### src/rtl/multiplier_datapath_taint_word_if.sv
// rtl/multiplier_datapath_taint_word_if.sv - strobe/operand/result bundle for the taint-tracking multiplier datapath
// Optional product-hold signals exist only when MULT_DP_PRODUCT_HOLD_EN is defined.
interface multiplier_datapath_taint_word_if #(
   parameter int WIDTH = 4
) ();
   logic [WIDTH-1:0]   multiplicand;
   logic               multiplicand_t;
   logic [WIDTH-1:0]   multiplier;
   logic               multiplier_t;
   logic               mdld;
   logic               mdld_t;
   logic               mrld;
   logic               mrld_t;
   logic               rsclear;
   logic               rsclear_t;
   logic               rsload;
   logic               rsload_t;
   logic               rsshr;
   logic               rsshr_t;
   logic [WIDTH-1:0]   multiplierReg;
   logic               multiplierReg_t;
   logic [2*WIDTH-1:0] product;
   logic               product_t;
   logic               ctrl_conflict;
`ifdef MULT_DP_PRODUCT_HOLD_EN
   logic               productDone;
   logic               productDone_t;
   logic [2*WIDTH-1:0] product_hold;
   logic               product_hold_t;
   logic               hold_valid;
`endif

   modport master (
      output multiplicand, multiplicand_t, multiplier, multiplier_t,
      output mdld, mdld_t, mrld, mrld_t,
      output rsclear, rsclear_t, rsload, rsload_t, rsshr, rsshr_t,
`ifdef MULT_DP_PRODUCT_HOLD_EN
      output productDone, productDone_t,
      input  product_hold, product_hold_t, hold_valid,
`endif
      input  multiplierReg, multiplierReg_t, product, product_t, ctrl_conflict
   );

   modport slave (
      input  multiplicand, multiplicand_t, multiplier, multiplier_t,
      input  mdld, mdld_t, mrld, mrld_t,
      input  rsclear, rsclear_t, rsload, rsload_t, rsshr, rsshr_t,
`ifdef MULT_DP_PRODUCT_HOLD_EN
      input  productDone, productDone_t,
      output product_hold, product_hold_t, hold_valid,
`endif
      output multiplierReg, multiplierReg_t, product, product_t, ctrl_conflict
   );
endinterface

### src/rtl/multiplier_datapath_taint_word.sv
// rtl/multiplier_datapath_taint_word.sv - shift-add multiplier datapath (MD/MR/RS) with one taint bit per word
// Optional result hold register enabled by MULT_DP_PRODUCT_HOLD_EN.
module multiplier_datapath_taint_word #(
   parameter int WIDTH = 4
) (
   input  logic                              clk,
   input  logic                              rst,
   multiplier_datapath_taint_word_if.slave   bus
);
   logic [WIDTH-1:0]   md;
   logic [WIDTH-1:0]   mr;
   logic [2*WIDTH:0]   rs;
   logic               md_t;
   logic               mr_t;
   logic               rs_t;
   logic               conflict;

   logic [WIDTH:0]     sum;
   logic [2*WIDTH:0]   rs_n;
   logic               rs_t_n;
   logic [1:0]         n_strobes;
   logic               conflict_n;

   // Upper-half add uses the pre-update MD, so a same-cycle mdld does not affect it.
   assign sum       = {1'b0, rs[2*WIDTH-1:WIDTH]} + {1'b0, md};
   assign n_strobes = 2'(bus.rsclear) + 2'(bus.rsload) + 2'(bus.rsshr);
   assign conflict_n = (n_strobes > 2'd1) || (bus.rsload && bus.mdld);

   always_comb begin
      rs_n   = rs;
      rs_t_n = rs_t | bus.rsclear_t | bus.rsload_t | bus.rsshr_t;
      if (bus.rsclear) begin
         rs_n   = '0;
         rs_t_n = bus.rsclear_t;
      end else if (bus.rsload) begin
         rs_n   = {sum, rs[WIDTH-1:0]};
         rs_t_n = rs_t_n | md_t;
      end else if (bus.rsshr) begin
         rs_n = rs >> 1;
      end
   end

   always_ff @(posedge clk) begin
      if (rst) begin
         md       <= '0;
         mr       <= '0;
         rs       <= '0;
         md_t     <= 1'b0;
         mr_t     <= 1'b0;
         rs_t     <= 1'b0;
         conflict <= 1'b0;
      end else begin
         if (bus.mdld) md <= bus.multiplicand;
         md_t <= (bus.mdld ? bus.multiplicand_t : md_t) | bus.mdld_t;
         if (bus.mrld) mr <= bus.multiplier;
         mr_t <= (bus.mrld ? bus.multiplier_t : mr_t) | bus.mrld_t;
         rs   <= rs_n;
         rs_t <= rs_t_n;
         if (conflict_n) conflict <= 1'b1;
      end
   end

   assign bus.multiplierReg   = mr;
   assign bus.multiplierReg_t = mr_t;
   assign bus.product         = rs[2*WIDTH-1:0];
   assign bus.product_t       = rs_t;
   assign bus.ctrl_conflict   = conflict;

`ifdef MULT_DP_PRODUCT_HOLD_EN
   logic [2*WIDTH-1:0] hold;
   logic               hold_t;
   logic               valid;

   // Captures the post-update RS so a done pulse on the final shift holds the finished product.
   always_ff @(posedge clk) begin
      if (rst) begin
         hold   <= '0;
         hold_t <= 1'b0;
         valid  <= 1'b0;
      end else if (bus.productDone) begin
         hold   <= rs_n[2*WIDTH-1:0];
         hold_t <= rs_t_n | bus.productDone_t;
         valid  <= 1'b1;
      end else begin
         hold_t <= hold_t | bus.productDone_t;
         if (bus.rsclear) valid <= 1'b0;
      end
   end

   assign bus.product_hold   = hold;
   assign bus.product_hold_t = hold_t;
   assign bus.hold_valid     = valid;
`endif
endmodule
### src/flat_wrapper.sv
// flat-port wrapper written by rule: the top's interface ports become plain ports
module multiplier_datapath_taint_word_flat 
#(
   parameter int WIDTH = 4
)
  (clk, rst, bus_multiplicand, bus_multiplicand_t, bus_multiplier, bus_multiplier_t, bus_mdld, bus_mdld_t, bus_mrld, bus_mrld_t, bus_rsclear, bus_rsclear_t, bus_rsload, bus_rsload_t, bus_rsshr, bus_rsshr_t, bus_multiplierReg, bus_multiplierReg_t, bus_product, bus_product_t, bus_ctrl_conflict);
  multiplier_datapath_taint_word_if #(.WIDTH(WIDTH)) bus_i ();
  input  logic clk;
  input  logic rst;
  input wire logic [$bits(bus_i.multiplicand)-1:0] bus_multiplicand;
  input wire logic [$bits(bus_i.multiplicand_t)-1:0] bus_multiplicand_t;
  input wire logic [$bits(bus_i.multiplier)-1:0] bus_multiplier;
  input wire logic [$bits(bus_i.multiplier_t)-1:0] bus_multiplier_t;
  input wire logic [$bits(bus_i.mdld)-1:0] bus_mdld;
  input wire logic [$bits(bus_i.mdld_t)-1:0] bus_mdld_t;
  input wire logic [$bits(bus_i.mrld)-1:0] bus_mrld;
  input wire logic [$bits(bus_i.mrld_t)-1:0] bus_mrld_t;
  input wire logic [$bits(bus_i.rsclear)-1:0] bus_rsclear;
  input wire logic [$bits(bus_i.rsclear_t)-1:0] bus_rsclear_t;
  input wire logic [$bits(bus_i.rsload)-1:0] bus_rsload;
  input wire logic [$bits(bus_i.rsload_t)-1:0] bus_rsload_t;
  input wire logic [$bits(bus_i.rsshr)-1:0] bus_rsshr;
  input wire logic [$bits(bus_i.rsshr_t)-1:0] bus_rsshr_t;
  output wire logic [$bits(bus_i.multiplierReg)-1:0] bus_multiplierReg;
  output wire logic [$bits(bus_i.multiplierReg_t)-1:0] bus_multiplierReg_t;
  output wire logic [$bits(bus_i.product)-1:0] bus_product;
  output wire logic [$bits(bus_i.product_t)-1:0] bus_product_t;
  output wire logic [$bits(bus_i.ctrl_conflict)-1:0] bus_ctrl_conflict;
  assign bus_i.multiplicand = bus_multiplicand;
  assign bus_i.multiplicand_t = bus_multiplicand_t;
  assign bus_i.multiplier = bus_multiplier;
  assign bus_i.multiplier_t = bus_multiplier_t;
  assign bus_i.mdld = bus_mdld;
  assign bus_i.mdld_t = bus_mdld_t;
  assign bus_i.mrld = bus_mrld;
  assign bus_i.mrld_t = bus_mrld_t;
  assign bus_i.rsclear = bus_rsclear;
  assign bus_i.rsclear_t = bus_rsclear_t;
  assign bus_i.rsload = bus_rsload;
  assign bus_i.rsload_t = bus_rsload_t;
  assign bus_i.rsshr = bus_rsshr;
  assign bus_i.rsshr_t = bus_rsshr_t;
  assign bus_multiplierReg = bus_i.multiplierReg;
  assign bus_multiplierReg_t = bus_i.multiplierReg_t;
  assign bus_product = bus_i.product;
  assign bus_product_t = bus_i.product_t;
  assign bus_ctrl_conflict = bus_i.ctrl_conflict;
  multiplier_datapath_taint_word #(.WIDTH(WIDTH)) u_core (.clk(clk), .rst(rst), .bus(bus_i));
endmodule
### config.mk
export PLATFORM = sky130hd
export DESIGN_NAME = multiplier_datapath_taint_word_flat
export DESIGN_NICKNAME = d
export VERILOG_FILES = /design/src/rtl/multiplier_datapath_taint_word_if.sv /design/src/rtl/multiplier_datapath_taint_word.sv /design/src/flat_wrapper.sv
export SDC_FILE = /design/constraint.sdc
export NUM_CORES = 1
export LEC_CHECK = 0
export BUFFER_PORTS_ARGS = -buffer_cell sky130_fd_sc_hd__buf_2
export CAP_MARGIN = 20
export CORE_UTILIZATION = 52
export CTS_CLUSTER_SIZE = 28
export DETAILED_ROUTE_END_ITERATION = 16
export GPL_ROUTABILITY_DRIVEN = 0
export GPL_TIMING_DRIVEN = 0
export PLACE_DENSITY = 0.83
export SKIP_CTS_REPAIR_TIMING = 1
export SYNTH_ARGS = -nofsm -noshare
export SYNTH_HDL_FRONTEND = slang
export SYNTH_SLANG_ARGS = --single-unit
### constraint.sdc
create_clock -name clk -period 2.6 [get_ports clk]
set_clock_uncertainty 0.15 [all_clocks]
set_input_delay 0 -clock clk [delete_from_list [all_inputs] [get_ports clk]]
set_output_delay 0 -clock clk [all_outputs]
set_load 0.01 [all_outputs]
After elaboration in Yosys (flattened, before gate mapping) --
Cells that the tools add are included.
Storage, ports and cells: RAM bits 0, latch bits 0, bits in read-only memories 0, flip-flop bits (word level) 21, logic and storage cells 30, memories kept 0, output and inout bits 15
Operators by class: divide/modulo/power cells 0, mux-type cells 6, bitwise gates (word level) 7, add/sub/neg operators 3, magnitude comparators 1, reduce and logical (&&, ||, !) cells 5, shift operators 0, equality and inequality tests 0, $mul 0
Operator list (count):
- $mux 9 | 2
- $or 1x1->1 | 6
- $add 4x4->5 | 1
- $mux 1 | 4
- $add 1x1->2 | 1
- $add 2x1->2 | 1
- $gt 2x1->1 const B | 1
- $reduce_and 2->1 | 1
- $reduce_bool 2->1 | 1
- $reduce_or 2->1 | 1
- $logic_and 1x1->1 | 1
- $logic_or 1x1->1 | 1
- $not 1->1 | 1

Logic depth before layout (Yosys ltp) --
depth after elaboration 6, mapped depth 6, depth with buffers taken out 6

Worst setup path after synthesis --
No wires, ideal clock.
path kind reg2reg, from reg u_core.rs[4], to reg u_core.rs[8], stages on the path, launching flop included 7, period minus slack after synthesis 1.570 ns, setup slack 1.030 ns, path buffers 0, setup time 0.091 ns, data arrival time 1.329 ns, required time 2.359 ns, cell sequence dfxtp_1 -> ha_1 -> inv_1 -> fa_1 -> nor2b_1 -> o21ai_0 -> a311oi_1
Between the ends: longest elaborated chain between the ends 2
RTL lines:
- start, declared | RTL line multiplier_datapath_taint_word.sv:12 | logic [2*WIDTH:0] rs;
- start signal, assigned | RTL line multiplier_datapath_taint_word.sv:57 | rs <= rs_n;
- $add 4x4->5 | RTL line multiplier_datapath_taint_word.sv:25 | assign sum = {1'b0, rs[2*WIDTH-1:WIDTH]} + {1'b0, md};
- $mux 9 | RTL line multiplier_datapath_taint_word.sv:35 | end else if (bus.rsload) begin
No other way between the ends. A chain may end at the register's enable or synchronous reset.

Worst setup path in the final report --
from reg u_core.rs[6], to reg u_core.rs[7]
Same word-level chain as after synthesis.

==> impl_results.md <==
* Worst-Skew Late Latency at around 0.32 ns
* Total track usage at about 21%
* WP data arrival at 2.30 ns
* Largest family of logic cells by synthesized area: simple AND/OR/NAND/NOR gates
* Die W at approximately 47 microns
* Compound-Gate Fraction of Synth Area at roughly 11%
* Slew at the pin closest to its max-slew limit at about 0.57 ns
* Pleak at 0.7386 nW
* Crit path top cell by count: a21oi_1
* Initial antenna violation count at 0
* Top FF cell, synth: dfxtp_1
* Vias in the first global route at approximately 730
* WL per Instance at around 17 microns
* FF+latch count, synth at 21
* Post-synth ARST share at 0%
* CP peak stage delay at 0.58 ns
* Period utilization at 83.74%
* Critical Setup Path Class: reg2reg
* Final WL at approximately 3400 microns
* Yosys warning count at 0
* Die area at around 2200 sq um
* Crit-path leading delay family: buffers and inverters
* Fin util at 85.35%
* Hold slack final at between 0.02 and 0.03 ns
* Crit path launch type: register
* Xor/xnor share of the synthesized area at 0.8434%
* Register area share after synthesis at between 40% and 50%
* Cells after Synth at 107
* First-pass iteration count of the detailed router at 4
* Synth top area cells: dfxtp_1 (40%), mux2i_1 (13%), buf_4 (7.2%), nor2_1 (6.1%), ha_1 (6.0%)
* Cell taking the most area after synthesis: dfxtp_1
* Fillers at just over 90
* RSZ-0062 raised after global routing: false
* First-pass GRT wire length at between 3000 and 4000 microns
* I/O Buffers at 34
* Slowest CP cell: dlygate4sd3_1
* Synth top area share at 40.48%
* Die outline height at 46.69 microns
* Fmax achieved at 459.3 MHz
* Clock Tree Root: clkbuf_4
* Core ar. at 1802 sq um
* DRC at 0
* Largest net degree at the start of global routing at 13
* Multiplexer share of the synthesized area at between 10% and 20%
* Final nets at approximately 200
* Synth cell types at 25
* Antenna fix cells at 0
* Avg Inst Size Synth at just under 10 sq um
* Critical path buffers and inverters at 1
* Clock transition at path regs at 0.13 ns
* Non-Filler Instances at between 150 and 200
* Multi-input gate area at just under 500 sq um
* TritonCTS Sinks at 21
* Maximum buffer depth of the clock tree at 2
* Placed Instances at approximately 170
* CP Max Fanout at 4
* Hold crit path type: in2reg
* Max-slew violation count at 0
* Worst vdd ir at about 380 uV
* Layout area overhead at 48.07%
* Fin crit period at 2.177 ns
* Ratio of cells with drive above 1 in the final layout at roughly a third
* Number of max-cap violations at 0
* H-tree Lvls at 1
* I/O pin total at 37
* Status: finished clean
* Number of synthesized flops with an enable pin at 0
* CP Cell Sequence: ha_1 > a21oi_1 > a21oi_1 > nor4_2 > dlygate4sd3_1
* Commonest cells in the netlist: dfxtp_1 (21), nor2_1 (17), mux2i_1 (13), buf_4 (10), nor2b_1 (7)
* CP endpoint kind: register
* Pwr Total at about 670 uW
* Mean number of vias per cell at roughly 5.3
* Synth Area in Simple Gates at about 14%
* Sequential cell area at 420.4 sq um
* ANT nets after route at 0
* Slew headroom at 61.30%
* Area share of fa/ha/maj cells after synthesis at 7.952%
* Final HPWL DP at 1625 microns
* Pwr dens at 435.9 nW/um^2
* CTS tree: built
* Mapped Nets at around 140
* DR iter-0 viols at 20
* Setup violators final at 0
* Final hold vios at 0
* CTS Buf Count at 3
* GRT overflow at 0
* Std cell rows at 15
* Worst EP required at roughly 2.7 ns
* Fin Setup TNS at 0 ns
* Most frequent cell after synthesis: dfxtp_1
* Post-Syn Area at between 1000 and 1500 sq um
* Routed via count at around 1000
* Starting Density at roughly 58%
[registers in the layout, summed over array words and instances (netlist names)]
register,flops
u_core.bus.ctrl_conflict,1
u_core.md,4
u_core.rs,9
u_core.bus.multiplierReg_t,1
u_core.md_t,1
u_core.bus.multiplierReg,4
u_core.bus.product_t,1
[worst reg2reg max path: stages, from the launching register on]
cell and delay [ns]:
dfxtp_1 0.38, ha_1 0.38, a21oi_1 0.26, a21oi_1 0.14, nor4_2 0.25, dlygate4sd3_1 0.58
[report_power, final]
part / switching, mW / internal, mW
Sequential: 0.0113 / 0.337
Clock: 0.116 / 0.0577
Combinational: 0.0655 / 0.0830
[through the flow]
step | area (sq um) | setup WS, ns
2_1_floorplan | 1039 | 1.030
3_3_place_gp | 1240 | 0.9423
3_5_place_dp | 1240 | 0.9194
4_1_cts | 1267 | 0.8719
5_1_grt | 1538 | 0.3486
6_report | 1538 | 0.4228
[final timing paths]
check	start	end	slack, ns	cells past startpoint
setup / recovery	u_core.rs[6]$_SDFFE_PP0P_	u_core.rs[7]$_SDFFE_PP0P_	0.42	5
hold / removal	bus_rsshr	u_core.rs[5]$_SDFFE_PP0P_	0.03	4
setup reg to reg	u_core.rs[6]$_SDFFE_PP0P_	u_core.rs[7]$_SDFFE_PP0P_	0.42	5
hold reg to reg	u_core.rs[2]$_SDFFE_PP0P_	u_core.rs[2]$_SDFFE_PP0P_	0.39	2
[metal layers]
metal / GRT usage (%) / share of wire (%) / vias to the layer above
li1: - / - / 485
met1: 26.09 / 39 / 484
met2: 33.61 / 51 / 52
met3: 6.275 / 5.1 / 18
met4: 12.00 / 4.7 / 0
met5: 0 / 0 / -
[logic make-up after synthesis]
| kind of cell | Yosys count |
|---|---|
| buffers and inverters | 20 |
| DFF | 21 |
| adders and majority gates | 6 |
| AOI/OAI and AO/OA | 16 |
| and+or+nand+nor | 29 |
| xor gates and xnor gates | 1 |
| muxes | 14 |
[layout make-up]
class	count	share of cell area, %
multi-input combinational	66	32.06
timing repair buffer	61	28.64
sequential	21	27.34
buffer	15	6.916
tap	25	2.034
clock buffer	3	1.465
inverter	5	1.221
clock inverter	1	0.3255
[cell usage in the layout, fill, tap and decap left out, types with 3 or more instances in the layout]
master | Yosys | layout
a211oi_1 | 6 | 6
dfxtp_1 | 21 | 21
nor2b_1 | 7 | 7
buf_4 | 10 | 10
dlygate4sd3_1 | 0 | 27
nor2_1 | 17 | 17
buf_2 | 4 | 38
a21oi_1 | 4 | 4
ha_1 | 5 | 5
inv_1 | 5 | 5
mux2i_1 | 13 | 13
clkbuf_4 | 0 | 3
Note: power is estimated with default switching activity, not from simulation.
